`src/rtl/noc_common_mem_fifo_pkg.sv`:
```
// Shared constants and helpers for the SRAM-backed FIFO controller.
package noc_common_mem_fifo_pkg;

   localparam int unsigned OUT_BUF_DEPTH  = 2;
   localparam int unsigned MEM_RD_LATENCY = 1;

   // Output buffer operation, encoded as {capture, pop}.
   typedef enum logic [1:0] {
      OB_IDLE    = 2'b00,
      OB_POP     = 2'b01,
      OB_CAPTURE = 2'b10,
      OB_BOTH    = 2'b11
   } outbuf_op_e;

   function automatic int unsigned occ_width(input int unsigned depth);
      return $clog2(depth + OUT_BUF_DEPTH + 1);
   endfunction

endpackage

```
`src/rtl/noc_common_mem_fifo_outbuf.sv`:
```
// Two-entry shift buffer holding SRAM read data; entry 0 is the head.
module noc_common_mem_fifo_outbuf
   import noc_common_mem_fifo_pkg::*;
#(
   parameter int unsigned DATAW = 64
) (
   input  logic             clk_i,
   input  logic             rst_i,
   input  logic             cap_en_i,
   input  logic [DATAW-1:0] cap_data_i,
   input  logic             pop_en_i,
   output logic [1:0]       cnt_o,
   output logic [DATAW-1:0] head_o
);

   logic [DATAW-1:0] ent_q [OUT_BUF_DEPTH];
   logic [DATAW-1:0] ent_d [OUT_BUF_DEPTH];
   logic [1:0]       cnt_q, cnt_d;
   outbuf_op_e       op;

   always_comb begin
      op    = outbuf_op_e'({cap_en_i, pop_en_i});
      ent_d = ent_q;
      cnt_d = cnt_q;
      unique case (op)
         OB_POP: begin
            ent_d[0] = ent_q[1];
            cnt_d    = cnt_q - 2'd1;
         end
         OB_CAPTURE: begin
            ent_d[cnt_q[0]] = cap_data_i;
            cnt_d           = cnt_q + 2'd1;
         end
         OB_BOTH: begin
            // Shift and append together; count stays the same.
            ent_d[0] = (cnt_q == 2'd2) ? ent_q[1] : cap_data_i;
            ent_d[1] = cap_data_i;
         end
         default: ;
      endcase
   end

   always_ff @(posedge clk_i) begin
      if (rst_i) cnt_q <= '0;
      else       cnt_q <= cnt_d;
      ent_q <= ent_d;
   end

   assign cnt_o  = cnt_q;
   assign head_o = ent_q[0];

endmodule

```
`src/rtl/noc_common_mem_fifo_ctrl.sv`:
```
// FIFO controller using a 1R/1W SRAM as storage, prefetching into a 2-entry output buffer.
module noc_common_mem_fifo_ctrl
   import noc_common_mem_fifo_pkg::*;
#(
   parameter int unsigned DATAW = 64,
   parameter int unsigned DEPTH = 16,
   parameter int unsigned ADDRW = $clog2(DEPTH),
   parameter int unsigned CNTW  = occ_width(DEPTH)
) (
   input  logic             Clk,
   input  logic             Rst,
   input  logic             PushValid,
   output logic             PushReady,
   input  logic [DATAW-1:0] PushData,
   output logic             PopValid,
   input  logic             PopReady,
   output logic [DATAW-1:0] PopData,
   output logic [CNTW-1:0]  Occupancy,
   output logic             RdEn,
   output logic [ADDRW-1:0] RdAddr,
   input  logic [DATAW-1:0] RdData,
   output logic             WrEn,
   output logic [ADDRW-1:0] WrAddr,
   output logic [DATAW-1:0] WrBitEn,
   output logic [DATAW-1:0] WrData
);

   localparam logic [ADDRW:0] MEM_FULL = (ADDRW+1)'(DEPTH);

   logic [ADDRW-1:0] wr_ptr_q, wr_ptr_d, rd_ptr_q, rd_ptr_d;
   logic [ADDRW:0]   mem_cnt_q, mem_cnt_d;
   logic             inflight_q;
   logic [1:0]       out_cnt;
   logic [2:0]       buf_need;
   logic             push_fire, pop_fire, rd_issue;

   assign PushReady = !Rst && (mem_cnt_q < MEM_FULL);
   assign push_fire = PushValid && PushReady;
   assign pop_fire  = PopValid && PopReady;

   // Slots the output buffer will still need after this cycle's pop.
   assign buf_need = 3'(out_cnt) + 3'(inflight_q) - 3'(pop_fire);
   assign rd_issue = !Rst && (mem_cnt_q != '0) && (buf_need < 3'(OUT_BUF_DEPTH));

   assign WrEn    = push_fire;
   assign WrAddr  = wr_ptr_q;
   assign WrData  = PushData;
   assign WrBitEn = '1;
   assign RdEn    = rd_issue;
   assign RdAddr  = rd_ptr_q;

   always_comb begin
      wr_ptr_d  = push_fire ? wr_ptr_q + 1'b1 : wr_ptr_q;
      rd_ptr_d  = rd_issue  ? rd_ptr_q + 1'b1 : rd_ptr_q;
      mem_cnt_d = mem_cnt_q + (ADDRW+1)'(push_fire) - (ADDRW+1)'(rd_issue);
   end

   always_ff @(posedge Clk) begin
      if (Rst) begin
         wr_ptr_q   <= '0;
         rd_ptr_q   <= '0;
         mem_cnt_q  <= '0;
         inflight_q <= 1'b0;
      end else begin
         wr_ptr_q   <= wr_ptr_d;
         rd_ptr_q   <= rd_ptr_d;
         mem_cnt_q  <= mem_cnt_d;
         inflight_q <= rd_issue;
      end
   end

   noc_common_mem_fifo_outbuf #(
      .DATAW (DATAW)
   ) u_outbuf (
      .clk_i      (Clk),
      .rst_i      (Rst),
      .cap_en_i   (inflight_q),
      .cap_data_i (RdData),
      .pop_en_i   (pop_fire),
      .cnt_o      (out_cnt),
      .head_o     (PopData)
   );

   assign PopValid  = (out_cnt != 2'd0);
   assign Occupancy = CNTW'(mem_cnt_q) + CNTW'(inflight_q) + CNTW'(out_cnt);

   a_no_write_when_full: assert property (@(posedge Clk) disable iff (Rst)
      !(WrEn && (mem_cnt_q == MEM_FULL)));
   a_outbuf_bound: assert property (@(posedge Clk) disable iff (Rst)
      out_cnt <= 2'(OUT_BUF_DEPTH));
   a_occ_bound: assert property (@(posedge Clk) disable iff (Rst)
      Occupancy <= CNTW'(DEPTH + OUT_BUF_DEPTH));

endmodule

```
`config.mk`:
```
export PLATFORM = sky130hd
export DESIGN_NAME = noc_common_mem_fifo_ctrl
export DESIGN_NICKNAME = d
export VERILOG_FILES = /design/src/rtl/noc_common_mem_fifo_pkg.sv /design/src/rtl/noc_common_mem_fifo_outbuf.sv /design/src/rtl/noc_common_mem_fifo_ctrl.sv
export SDC_FILE = /design/constraint.sdc
export NUM_CORES = 1
export LEC_CHECK = 0
export BUFFER_PORTS_ARGS = -buffer_cell sky130_fd_sc_hd__buf_2
export CORE_AREA = 2 2 146 148
export DETAILED_ROUTE_END_ITERATION = 8
export DIE_AREA = 0 0 148 150
export PLACE_DENSITY = 0.75
export SLEW_MARGIN = 15
export SYNTH_ARGS = -nofsm -noshare
export SYNTH_HDL_FRONTEND = slang
export SYNTH_SLANG_ARGS = --single-unit
```
`constraint.sdc`:
```
create_clock -name Clk -period 10.75 [get_ports Clk]
set_clock_uncertainty 0.15 [all_clocks]
set_input_delay 1.075 -clock Clk [delete_from_list [all_inputs] [get_ports Clk]]
set_output_delay 1.075 -clock Clk [all_outputs]
set_load 0.01 [all_outputs]
```
* Yosys cells after proc, flatten, opt, wreduce, memory -nomap -nowiden *
Cells that the tools add are included.

cells by class
  add/subtract/negate cells = 10
  multiply operators = 0
  div/mod/pow operators = 0
  order comparisons = 4
  equal/unequal tests = 4
  shifts and indexed selects = 0
  multiplexer cells = 7
  bitwise operators = 1
  reductions and logical operators = 12

operators with widths
  cell                 count
  $pmux 64 s3          1
  $bwmux 128           1
  $mux 64              2
  $pmux 64 s2          1
  $demux 64 s1         1
  $add 5x1->5          2
  $add 4x1->4 const B  2
  $eq 2x2->1 const B   3
  $logic_and 1x1->1    6
  $reduce_bool 2->1    3
  $add 5x2->5          1
  $lt 5x5->1 const B   1
  $reduce_bool 5->1    1
  $sub 5x1->5          1
  $pmux 2 s2           1
  $add 2x1->3          1
  $lt 3x2->1 const B   1
  $reduce_bool 3->1    1
  $sub 3x1->3          1
  $add 2x1->2 const B  1
  $eq 2x1->1 const B   1
  $ge 2x2->1 const B   1
  $lt 2x1->1 const B   1
  $not 1->2            1
  other kinds (2)      2

storage, ports and cells
  flip-flop bits (word level) = 144
  latch bits = 0
  memory bits (writable) = 0
  ROM bits = 0
  input bits = 132
  output and inout port bits = 209
  logic and storage cells = 45
  memories = 0

* Logic depth before layout (Yosys ltp) *
Gate-level depths: netlist of the first run.

  word-level depth = 7
  gate-level depth with buffers = 19
  gate-level depth less buffers = 16

* Cells and area by module *
A second synthesis of the first run with hierarchy kept.

second synthesis, totals
  cell total of the unflattened synthesis = 667
  area, all modules = 8,021.4 sq um

by module, submodules not included
  module                      instances  cells each  area each (sq um)  sequential area each (sq um)
  noc_common_mem_fifo_outbuf  1          440         6,135.9            3,883.7
  noc_common_mem_fifo_ctrl    1          227         1,885.6            280.3

* Least setup slack after synthesis of the first run *
No wires, ideal clock.

  path type = input to register
  start = input PopReady
  end = register u_outbuf.ent_q[0] (netlist name) (enable)
  setup time = 0.486 ns
  data arrival time = 4.354 ns
  data required time = 10.114 ns
  path slack = 5.759 ns
  stages on the path = 5
  buffers on the path = 1
  cells stage by stage = nand2_1 -> ha_1 -> clkbuf_1 -> nor2_1 -> nor2_1

on the way
  longest elaborated chain between the ends = 3
  elaborated cells on any way between the ends = 4
  classes of those cells = 2 x eq/ne; 2 x reduce/logical

RTL lines
  element                        RTL line                          RTL
  start, declared                noc_common_mem_fifo_ctrl.sv:16    input logic PopReady,
  $logic_and 1x1->1 *            noc_common_mem_fifo_ctrl.sv:39    assign pop_fire = PopValid && PopReady;
  $eq 2x2->1                     noc_common_mem_fifo_outbuf.sv:25  unique case (op)
  $reduce_bool 2->1 (no line) *  -
  end signal, assigned           noc_common_mem_fifo_outbuf.sv:46  ent_q <= ent_d;
  end, declared                  noc_common_mem_fifo_outbuf.sv:16  logic [DATAW-1:0] ent_q [OUT_BUF_DEPTH];

Every way passes the cells marked *; elsewhere a longest branch is shown, timed or not.
A chain may end at the register's enable or synchronous reset.

* Worst setup path in the final report of the first run *
  start = register u_outbuf.cnt_q[0], in the netlist u_outbuf.cnt_o[0]
  end = output RdEn

on the way
  longest elaborated chain between the ends = 5
  elaborated cells on any way between the ends = 6
  classes of those cells = 2 x add/sub; 1 x order compare; 3 x reduce/logical

RTL lines
  element                                              RTL line                          RTL
  start, declared                                      noc_common_mem_fifo_outbuf.sv:18  logic [1:0] cnt_q, cnt_d;
  start signal, assigned                               noc_common_mem_fifo_outbuf.sv:45  else cnt_q <= cnt_d;
  branches (longest 2 deep; another with $add 2x1->3)  -
  $sub 3x1->3 *                                        noc_common_mem_fifo_ctrl.sv:42    assign buf_need = 3'(out_cnt) + 3'(inflight_q) - 3'(pop_fire);
  $lt 3x2->1 *                                         noc_common_mem_fifo_ctrl.sv:43    assign rd_issue = !Rst && (mem_cnt_q != '0) && (buf_need < 3'(OUT_BUF_DEPTH));
  $logic_and 1x1->1 *                                  noc_common_mem_fifo_ctrl.sv:43
  end, declared                                        noc_common_mem_fifo_ctrl.sv:19    output logic RdEn,

Every way passes the cells marked *.

==> run metrics, run 1 <==
register area share after synthesis 0.512; slowest stage delay, CP a little under 1 ns; drc violations 0; largest net degree at the start of global routing 68; slew of the pin with the lowest slew margin 1.05 ns; vias in the first global route 4703; Mean Syn Cell Area between 10 and 15 um^2; Die X 148 um; slowest CP cell dfxtp_2; CTS tree yes; Data arrival, critical path about 4 ns; total power between 2 and 2.5 mW; clk sinks 144; Vias 4880; clock latency reported for the late side of the worst-skew pair 0.41 ns; dpl hpwl approximately 11000 um; root buf cell clkbuf_16; ANT cells 0; r2r startpoint u_outbuf.cnt_o[0]; Post-Synthesis Cells 690; first-pass GRT wire length about 26000 um; Max-cap violations 0; GPL Wtd Cong roughly 0.80; CP required around 9.5 ns; I/O Pins 341; RSZ-0062 raised after global routing false; Post-synth ARST share 0; DR WL/cell 17.8 um; # Post-CTS Setup Buffers 0; gr ovfl total 0; setup_tns 0 ns; I/O Buffers approximately 150; outcome complete, no violations; H-tree levels 4; Finish-stage setup viols 0; Hold Violations, Final 0; area grow syn2layout 3.38%; layout cells sized above 1 0.273; pwr dens roughly 280 nW/um^2; VDD IR-drop max ~0.16 mV; synth unique cells 36; Num CTS Buffers 17; WL final between 15000 and 20000 um; initial antenna violation count 0; yosys warns 0; vias per cell just under 5; # rows 53; register bit total from synthesis 144; Max FO, Critical Path 50; CTS resizes 0; hold bufs inserted after CTS 0; Hold Crit Class reg2reg; Final Max Slew Viols 0; core area just over 20000 um^2; worst-case headroom to the max-slew limit 0.298; crit path launch type register; CTS max path bufs 2; fmax roughly 190 MHz; first-pass iteration count of the detailed router 4; Worst-path clk slew about 0.05 ns; fin crit period between 5 and 6 ns; CP Cell Sequence inv_1 -> and3_1 -> fa_1 -> xor2_1 -> or3b_1 -> nor2_1 -> buf_2; Initial Util 0.393; crit share post-route 0.485; Post-synth EDFFs 128; die height around 150 um; fillers ~2000; NumNets Final roughly 840; crit end category primary output; origin of the worst setup path u_outbuf.cnt_o[0]; DR iter-0 viols 322; Die ar. approximately 22000 um^2; ys flop type edfxtp_1; PnR worst setup slack 5.54 ns; GRT Total Usage 0.151; leak pwr ~3.4 nW; HP Start WrAddr[3]; Place WS around 5.7 ns; WS Path Type reg2out; post-route ant nets 0; Post-Syn Area a little over 8000 um^2
-- worst paths after layout --
path                       end  slack (ns)  cells after the start
hold reg to reg      WrAddr[3]        0.36                      2
hold / removal       WrAddr[3]        0.36                      2
setup / recovery          RdEn        5.54                      7
setup reg to reg  mem_cnt_q[4]        5.68                     15
-- sequential cells by signal, summed over array words and instances, names as in the netlist --
register / flops
RdAddr: 4
WrAddr: 4
inflight_q: 1
mem_cnt_q: 5
u_outbuf.cnt_o: 2
u_outbuf.ent_q: 64
u_outbuf.head_o: 64
-- cells by family after synthesis --
logic type	Yosys count	share of synthesized area
AOI/OAI and AO/OA	96	0.108
xor gates and xnor gates	15	0.0161
adders and majority gates	16	0.0283
buffers and inverters	246	0.215
DFF	144	0.512
muxes	1	0.00123
other	1	0.000461
and+or+nand+nor	171	0.119
-- placed cells by master (no fill, tap or decap), drive strengths merged, types with 2 or more instances in the layout --
| cell type | netlist | routed |
|---|---|---|
| buf | 217 | 155 |
| edfxtp | 128 | 128 |
| nor2b | 69 | 69 |
| a221o | 64 | 64 |
| conb | 1 | 64 |
| and3 | 43 | 43 |
| nor2 | 39 | 39 |
| clkbuf | 16 | 26 |
| a22oi | 23 | 23 |
| dfxtp | 16 | 16 |
| inv | 13 | 13 |
| ha | 12 | 12 |
| xnor2 | 8 | 8 |
| xor2 | 7 | 7 |
| nand2 | 7 | 7 |
| fa | 4 | 4 |
| o21ai | 3 | 3 |
| nor3 | 3 | 3 |
| clkinv | 0 | 3 |
| a21oi | 3 | 3 |
| nand4 | 2 | 2 |
| bufinv | 0 | 2 |
| a21o | 2 | 2 |
| nor3b | 2 | 2 |
-- routing by layer --
layer  global-route usage  routed length, um  vias up
met5                    0                  0        -
met4               0.0376                181        0
met3               0.0479               1320       19
met2                0.244               8390      207
met1                0.198               7640     2429
li1                     -                  -     2225
-- cell type report --
cell class	instances	area, um^2	area share
Inverter	13	48.8	0.00580
Sequential cell	144	4170	0.495
Timing Repair Buffer	155	793	0.0943
Clock inverter	6	82.6	0.00982
Clock buffer	26	489	0.0582
Multi-Input combinational cell	363	2490	0.296
Tap cell	275	344	0.0409
-- Yosys cell counts, types with 2 or more instances --
cell type / count / area share
buf_6: 11 / 0.015
and3_1: 43 / 0.033
nor2_1: 39 / 0.018
xor2_1: 7 / 0.0075
ha_1: 12 / 0.018
inv_1: 13 / 0.0060
a21oi_1: 3 / 0.0018
a22oi_1: 22 / 0.020
fa_1: 4 / 0.0098
o21ai_0: 3 / 0.0018
nor2b_1: 69 / 0.053
clkbuf_1: 15 / 0.0069
nand2_1: 6 / 0.0028
buf_4: 192 / 0.18
a221o_1: 64 / 0.079
dfxtp_1: 16 / 0.039
xnor2_1: 8 / 0.0086
nand4_1: 2 / 0.0015
nor3_1: 3 / 0.0018
a21o_1: 2 / 0.0018
edfxtp_1: 128 / 0.47
buf_2: 14 / 0.0086
-- worst max-delay path: cells and delay by family, from the launching register on --
kind	cells	cell delay, ns
simple gates	3	1.04
flops	1	0.99
buf+inv	2	0.96
fa+ha+maj	1	0.40
xor+xnor	1	0.18
-- per-stage QoR --
stage / instances / instance area (um^2) / utilization / hold WS, ns
floorplan: 753 / 8370 / - / 0.371
global placement: 950 / 7840 / 0.379 / 0.341
detailed placement: 950 / 7840 / 0.379 / 0.355
CTS: 982 / 8410 / 0.407 / 0.369
global route: 982 / 8410 / 0.407 / 0.379
finish: 982 / 8410 / 0.407 / 0.363
-- report_power, final --
group	internal, mW	total, mW	switching [mW]
combinational	0.302	0.779	0.477
clock	0.360	0.584	0.224
sequential	0.875	0.996	0.120
Note: power is estimated with default switching activity, not from simulation.
==> run 2: changes to the inputs <==
- PLACE_DENSITY: 0.75 -> 0.78
- clock period: 10.75 -> 4.3 ns (I/O delays scaled with it)
==> run 2 against run 1 <==
- design area grew 1.9%
- clock power grew to 2.8 times the previous value
- non-clock buffer count grew 4
- largest power group unchanged
- highest routed layer unchanged
==> run metrics, run 2 (synthesis gave the netlist of run 1 again) <==
outcome complete, no violations (unchanged); I/O Pins 341 (unchanged); DR iter-0 viols 292 (was 322); crit path launch type register (unchanged); Die X 148 um (unchanged); dpl hpwl 11000 um (was 10600 um); most frequent cells in the layout buf_2 (148), edfxtp_1 (128), nor2b_1 (68), a221o_1 (64), conb_1 (64) (unchanged); # rows 53 (unchanged); CP required 4.44 ns (was 9.53 ns); Critical Path Sink mem_cnt_q[4] (was RdEn); Placed Area 7880 um^2 (was 7840 um^2); first-pass iteration count of the detailed router 4 (unchanged); DR WL/cell 18.2 um (was 17.8 um); fin crit period ~3.8 ns; VDD IR-drop max 0.314 mV (was 0.162 mV); worst-case headroom to the max-slew limit 0.327 (was 0.298); R2R Setup Slk 0.49 ns (was 5.68 ns); root buf cell clkbuf_16 (unchanged); fmax between 200 and 300 MHz; gr ovfl total 0 (unchanged); CTS tree yes (unchanged); Max FO, Critical Path 9 (was 50); Initial Util 0.393 (unchanged); core area 20700 um^2 (unchanged); worst reg2reg endpoint mem_cnt_q[4] (unchanged); slew of the pin with the lowest slew margin 1.01 ns (was 1.05 ns); leak pwr 3.51 nW (was 3.43 nW); WL final 18000 um (was 17500 um); die height 150 um (unchanged); initial antenna violation count 2 (was 0); hold bufs inserted after CTS 0 (unchanged); most common cell after layout, fill and taps aside buf_2 (unchanged); Hold Slack 0.175 ns (was 0.363 ns); CTS resizes 0 (unchanged); pwr dens 714 nW/um^2 (was 280 nW/um^2); H-tree levels 4 (unchanged); PnR worst setup slack 0.493 ns (was 5.54 ns); drc violations 0 (unchanged); Util after Layout 0.414 (was 0.407); origin of the worst setup path u_outbuf.cnt_o[1] (was u_outbuf.cnt_o[0]); vias per cell 5.00 (was 4.97); placed insts 954 (was 950); Final Max Slew Viols 0 (unchanged); Die ar. 22200 um^2 (unchanged); Hold Crit Class in2reg (was reg2reg); Num CTS Buffers 17 (unchanged); r2r startpoint u_outbuf.cnt_o[1] (was u_outbuf.cnt_o[0]); Data arrival, critical path 3.95 ns (was 3.99 ns); first-pass GRT wire length 27400 um (was 25800 um); I/O Buffers 148 (unchanged); post-route ant nets 0 (unchanged); largest net degree at the start of global routing 65 (was 68); vias in the first global route 5003 (was 4703); Hold Violations, Final 0 (unchanged); clk sinks 144 (unchanged); Finish-stage setup viols 0 (unchanged); NumNets Final 846 (was 842); Cell Count, Final, Fillers Out 988 (was 982); clock latency reported for the late side of the worst-skew pair 0.41 ns (about the same); RSZ-0062 raised after global routing false (unchanged); setup_tns 0 ns (unchanged); CTS max path bufs 2 (unchanged); R2R depth 15 (unchanged); WS Path Type reg2reg (was reg2out); Final Instance Area 8570 um^2 (was 8410 um^2); Vias 4940 (was 4880); GPL Wtd Cong 0.799 (was 0.804); fillers 1983 (was 2005); layout cells sized above 1 0.283 (was 0.273); crit share post-route 0.885; Place WS 0.464 ns (was 5.70 ns); Max-cap violations 0 (unchanged); # Post-CTS Setup Buffers 0 (unchanged); area grow syn2layout 5.32% (was 3.38%); Worst-path clk slew 0.06 ns (was 0.05 ns); GRT Total Usage 0.159 (was 0.151); crit end category register (was primary output); total power 6.12 mW (was 2.36 mW)
run 2: cell count changes in the layout (fill, tap and decap cells not counted), moves of 2 or more:
| cell | change |
|---|---|
| clkbuf_1 | -4 |
| clkinv_2 | -2 |
| diode_2 | +2 |
| buf_4 | +3 |
| clkbuf_16 | +6 |
run 2: where the power goes:
part | internal [mW] | total, mW | leakage (nW) | switching [mW]
Sequential | 2.19 | 2.43 | 1.34 | 0.244
Clock | 1.07 | 1.65 | 0.337 | 0.578
Combinational | 0.784 | 2.04 | 1.84 | 1.26
Total | 4.04 | 6.12 | 3.51 | 2.08
run 2: critical path, stage by stage, from the launching register on:
cell      delay, ns
dfxtp_1        0.60
and3_1         0.28
o21ai_0        0.13
fa_1           0.39
xor2_1         0.18
or3b_1         0.46
nor2_1         0.16
ha_1           0.25
inv_1          0.06
ha_1           0.15
inv_1          0.05
fa_1           0.37
nor2b_1        0.16
o21bai_1       0.09
a21oi_1        0.14
nor3b_1        0.06
run 2: cell type report:
cell class,count,area [um^2],share of cell area
inverters,13,48.8,0.00570
flip-flops and latches,144,4170,0.486
clock buffers,29,638,0.0745
well taps,275,344,0.0402
clock inverters,3,43.8,0.00511
repair buffers,159,836,0.0975
diodes,2,5.00,0.000584
multi-input cells,363,2490,0.290
run 2: per-layer routing:
metal	track usage	vias up	wire length, um
met5	0	-	0
met4	0.0667	0	282
met3	0.0421	29	1060
met2	0.251	199	8600
met1	0.209	2468	8030
li1	-	2244	-
run 2: worst min path at each step:
stage	startpoint	end	depth (start not counted)
after floorplan	WrAddr[1]	WrAddr[1]	2
after global placement	WrAddr[3]	WrAddr[3]	2
after detailed placement	WrAddr[3]	WrAddr[3]	2
after CTS	RdData[26]	u_outbuf.ent_q[26]	2
after global routing	RdData[46]	u_outbuf.head_o[46]	2
final	RdData[29]	u_outbuf.ent_q[29]	2
==> run 3: changes to the inputs <==
- CORE_AREA: 2 2 146 148 -> 2 2 184 186
- CTS_CLUSTER_DIAMETER: not set -> 60
- DIE_AREA: 0 0 148 150 -> 0 0 186 188
- PLACE_DENSITY: 0.78 -> 0.55
==> run 3 against run 2 <==
- die area up 58%
- sequential share of layout area shrank 0.92 points
- non-clock buffer count is the same
- critical endpoint unchanged
- highest routed layer is now met5
==> run metrics, run 3 (synthesis gave the netlist of run 1 again) <==
outcome complete, no violations (unchanged); CTS resizes 0 (unchanged); Data arrival, critical path 3.97 ns (was 3.95 ns); NumNets Final 846 (unchanged); crit end category register (unchanged); dpl hpwl 11500 um (was 11000 um); fillers 3527 (was 1983); largest net degree at the start of global routing 65 (unchanged); DR WL/cell 16.4 um (was 18.2 um); first-pass iteration count of the detailed router 5 (was 4); Die ar. 35000 um^2 (was 22200 um^2); RSZ-0062 raised after global routing false (unchanged); Initial Util 0.246 (was 0.393); Sequential Area 4170 um^2 (unchanged); Num CTS Buffers 17 (unchanged); layout cells sized above 1 0.279 (was 0.283); H-tree levels 4 (unchanged); initial antenna violation count 5 (was 2); footprint of the multi-input gates 2490 um^2 (about the same); WL final 19100 um (was 18000 um); VDD IR-drop max 0.307 mV (was 0.314 mV); Vias 4905 (was 4940); Max FO, Critical Path 9 (unchanged); fmax 262 MHz (was 263 MHz); first-pass GRT wire length 28400 um (was 27400 um); # rows 67 (was 53); clock latency reported for the late side of the worst-skew pair 0.43 ns (was 0.41 ns); CTS max path bufs 2 (unchanged); drc violations 0 (unchanged); setup_tns 0 ns (unchanged); hold bufs inserted after CTS 0 (unchanged); Final Max Slew Viols 0 (unchanged); clk sinks 144 (unchanged); Hold Crit Class in2reg (unchanged); Hold Slack 0.166 ns (was 0.175 ns); Die X 186 um (was 148 um); most frequent cells in the layout buf_2 (148), edfxtp_1 (128), nor2b_1 (68), a221o_1 (64), conb_1 (64) (unchanged); Util after Layout 0.264 (was 0.414); I/O Pins 341 (unchanged); # Post-CTS Setup Buffers 0 (unchanged); placed insts 1127 (was 954); slew of the pin with the lowest slew margin 0.868 ns (was 1.01 ns); crit share post-route 0.886 (was 0.885); root buf cell clkbuf_16 (unchanged); vias in the first global route 4780 (was 5003); WS Path Type reg2reg (unchanged); area grow syn2layout 7.35% (was 5.32%); Hold Violations, Final 0 (unchanged); CP required 4.45 ns (was 4.44 ns); DR iter-0 viols 261 (was 292); pwr dens 700 nW/um^2 (was 714 nW/um^2); CTS tree yes (unchanged); die height 188 um (was 150 um); post-route ant nets 0 (unchanged); core area 33100 um^2 (was 20700 um^2); slowest stage delay, CP 0.60 ns (about the same); Final Instance Area 8730 um^2 (was 8570 um^2); vias per cell 4.22 (was 5.00); R2R Setup Slk 0.49 ns (about the same); Max-cap violations 0 (unchanged); CP Cell Sequence and3_1 -> o21ai_0 -> fa_1 -> xor2_1 -> or3b_1 -> nor2_1 -> ha_1 -> inv_1 -> ha_1 -> inv_1 -> fa_1 -> nor2b_1 -> o21bai_1 -> a21oi_1 -> nor3b_1 (unchanged); slowest CP cell dfxtp_1 (unchanged); worst path bufs/invs 2 (unchanged); Cell Count, Final, Fillers Out 1161 (was 988); Placed Area 8100 um^2 (was 7880 um^2); I/O Buffers 148 (unchanged); most common cell after layout, fill and taps aside buf_2 (unchanged); gr ovfl total 0 (unchanged); crit path launch type register (unchanged); GPL Wtd Cong 0.707 (was 0.799); delay-heaviest family, CP adder cells (unchanged); leak pwr 3.47 nW (was 3.51 nW); Finish-stage setup viols 0 (unchanged); Worst-path clk slew 0.06 ns (about the same); worst-case headroom to the max-slew limit 0.422 (was 0.327); GRT Total Usage 0.109 (was 0.159); fin crit period 3.81 ns (about the same)
==> run 3: cell types whose count changed in the layout (fill, tap and decap cells not counted), sizes merged <==
cell,delta
diode,+2
clkinvlp,+2
inv,-2
bufinv,+4
clkbuf,-10
clkinv,+4
==> run 3: worst paths after layout <==
| check | from | end | cells after the start |
|---|---|---|---|
| worst max register to register | u_outbuf.cnt_o[1] | mem_cnt_q[4] | 15 |
| worst min register to register | WrAddr[3] | WrAddr[3] | 2 |
| worst min-delay path | RdData[49] | u_outbuf.ent_q[49] | 2 |
| worst max-delay path | u_outbuf.cnt_o[1] | mem_cnt_q[4] | 15 |
==> run 3: power breakdown <==
part | internal, mW | total (mW) | leakage, nW | switching (mW)
Combinational | 0.782 | 2.06 | 1.83 | 1.28
Sequential | 2.19 | 2.44 | 1.34 | 0.247
Clock | 1.02 | 1.62 | 0.294 | 0.594
==> run 3: routing by layer <==
layer / part of all wire / global-route usage
met5: 0.00068 / 0
met4: 0.016 / 0.0448
met3: 0.075 / 0.0394
met2: 0.46 / 0.163
met1: 0.45 / 0.141
==> run 3: final cells by class <==
| class | count | share of cell area |
|---|---|---|
| flip-flops and latches | 144 | 0.477 |
| multi-input cells | 363 | 0.285 |
| repair buffers | 159 | 0.0957 |
| well taps | 448 | 0.0642 |
| clock buffers | 19 | 0.0496 |
| clock inverters | 11 | 0.0218 |
| inverters | 13 | 0.00573 |
| diodes | 4 | 0.00115 |
==> run 3: metrics by stage <==
step / worst slack [ns] / power, mW
finish: 0.488 / 6.11
global route: 0.0556 / 6.52
CTS: 0.485 / 6.23
detailed placement: 0.514 / 4.56
global placement: 0.556 / 4.53
floorplan: 0.447 / 4.25
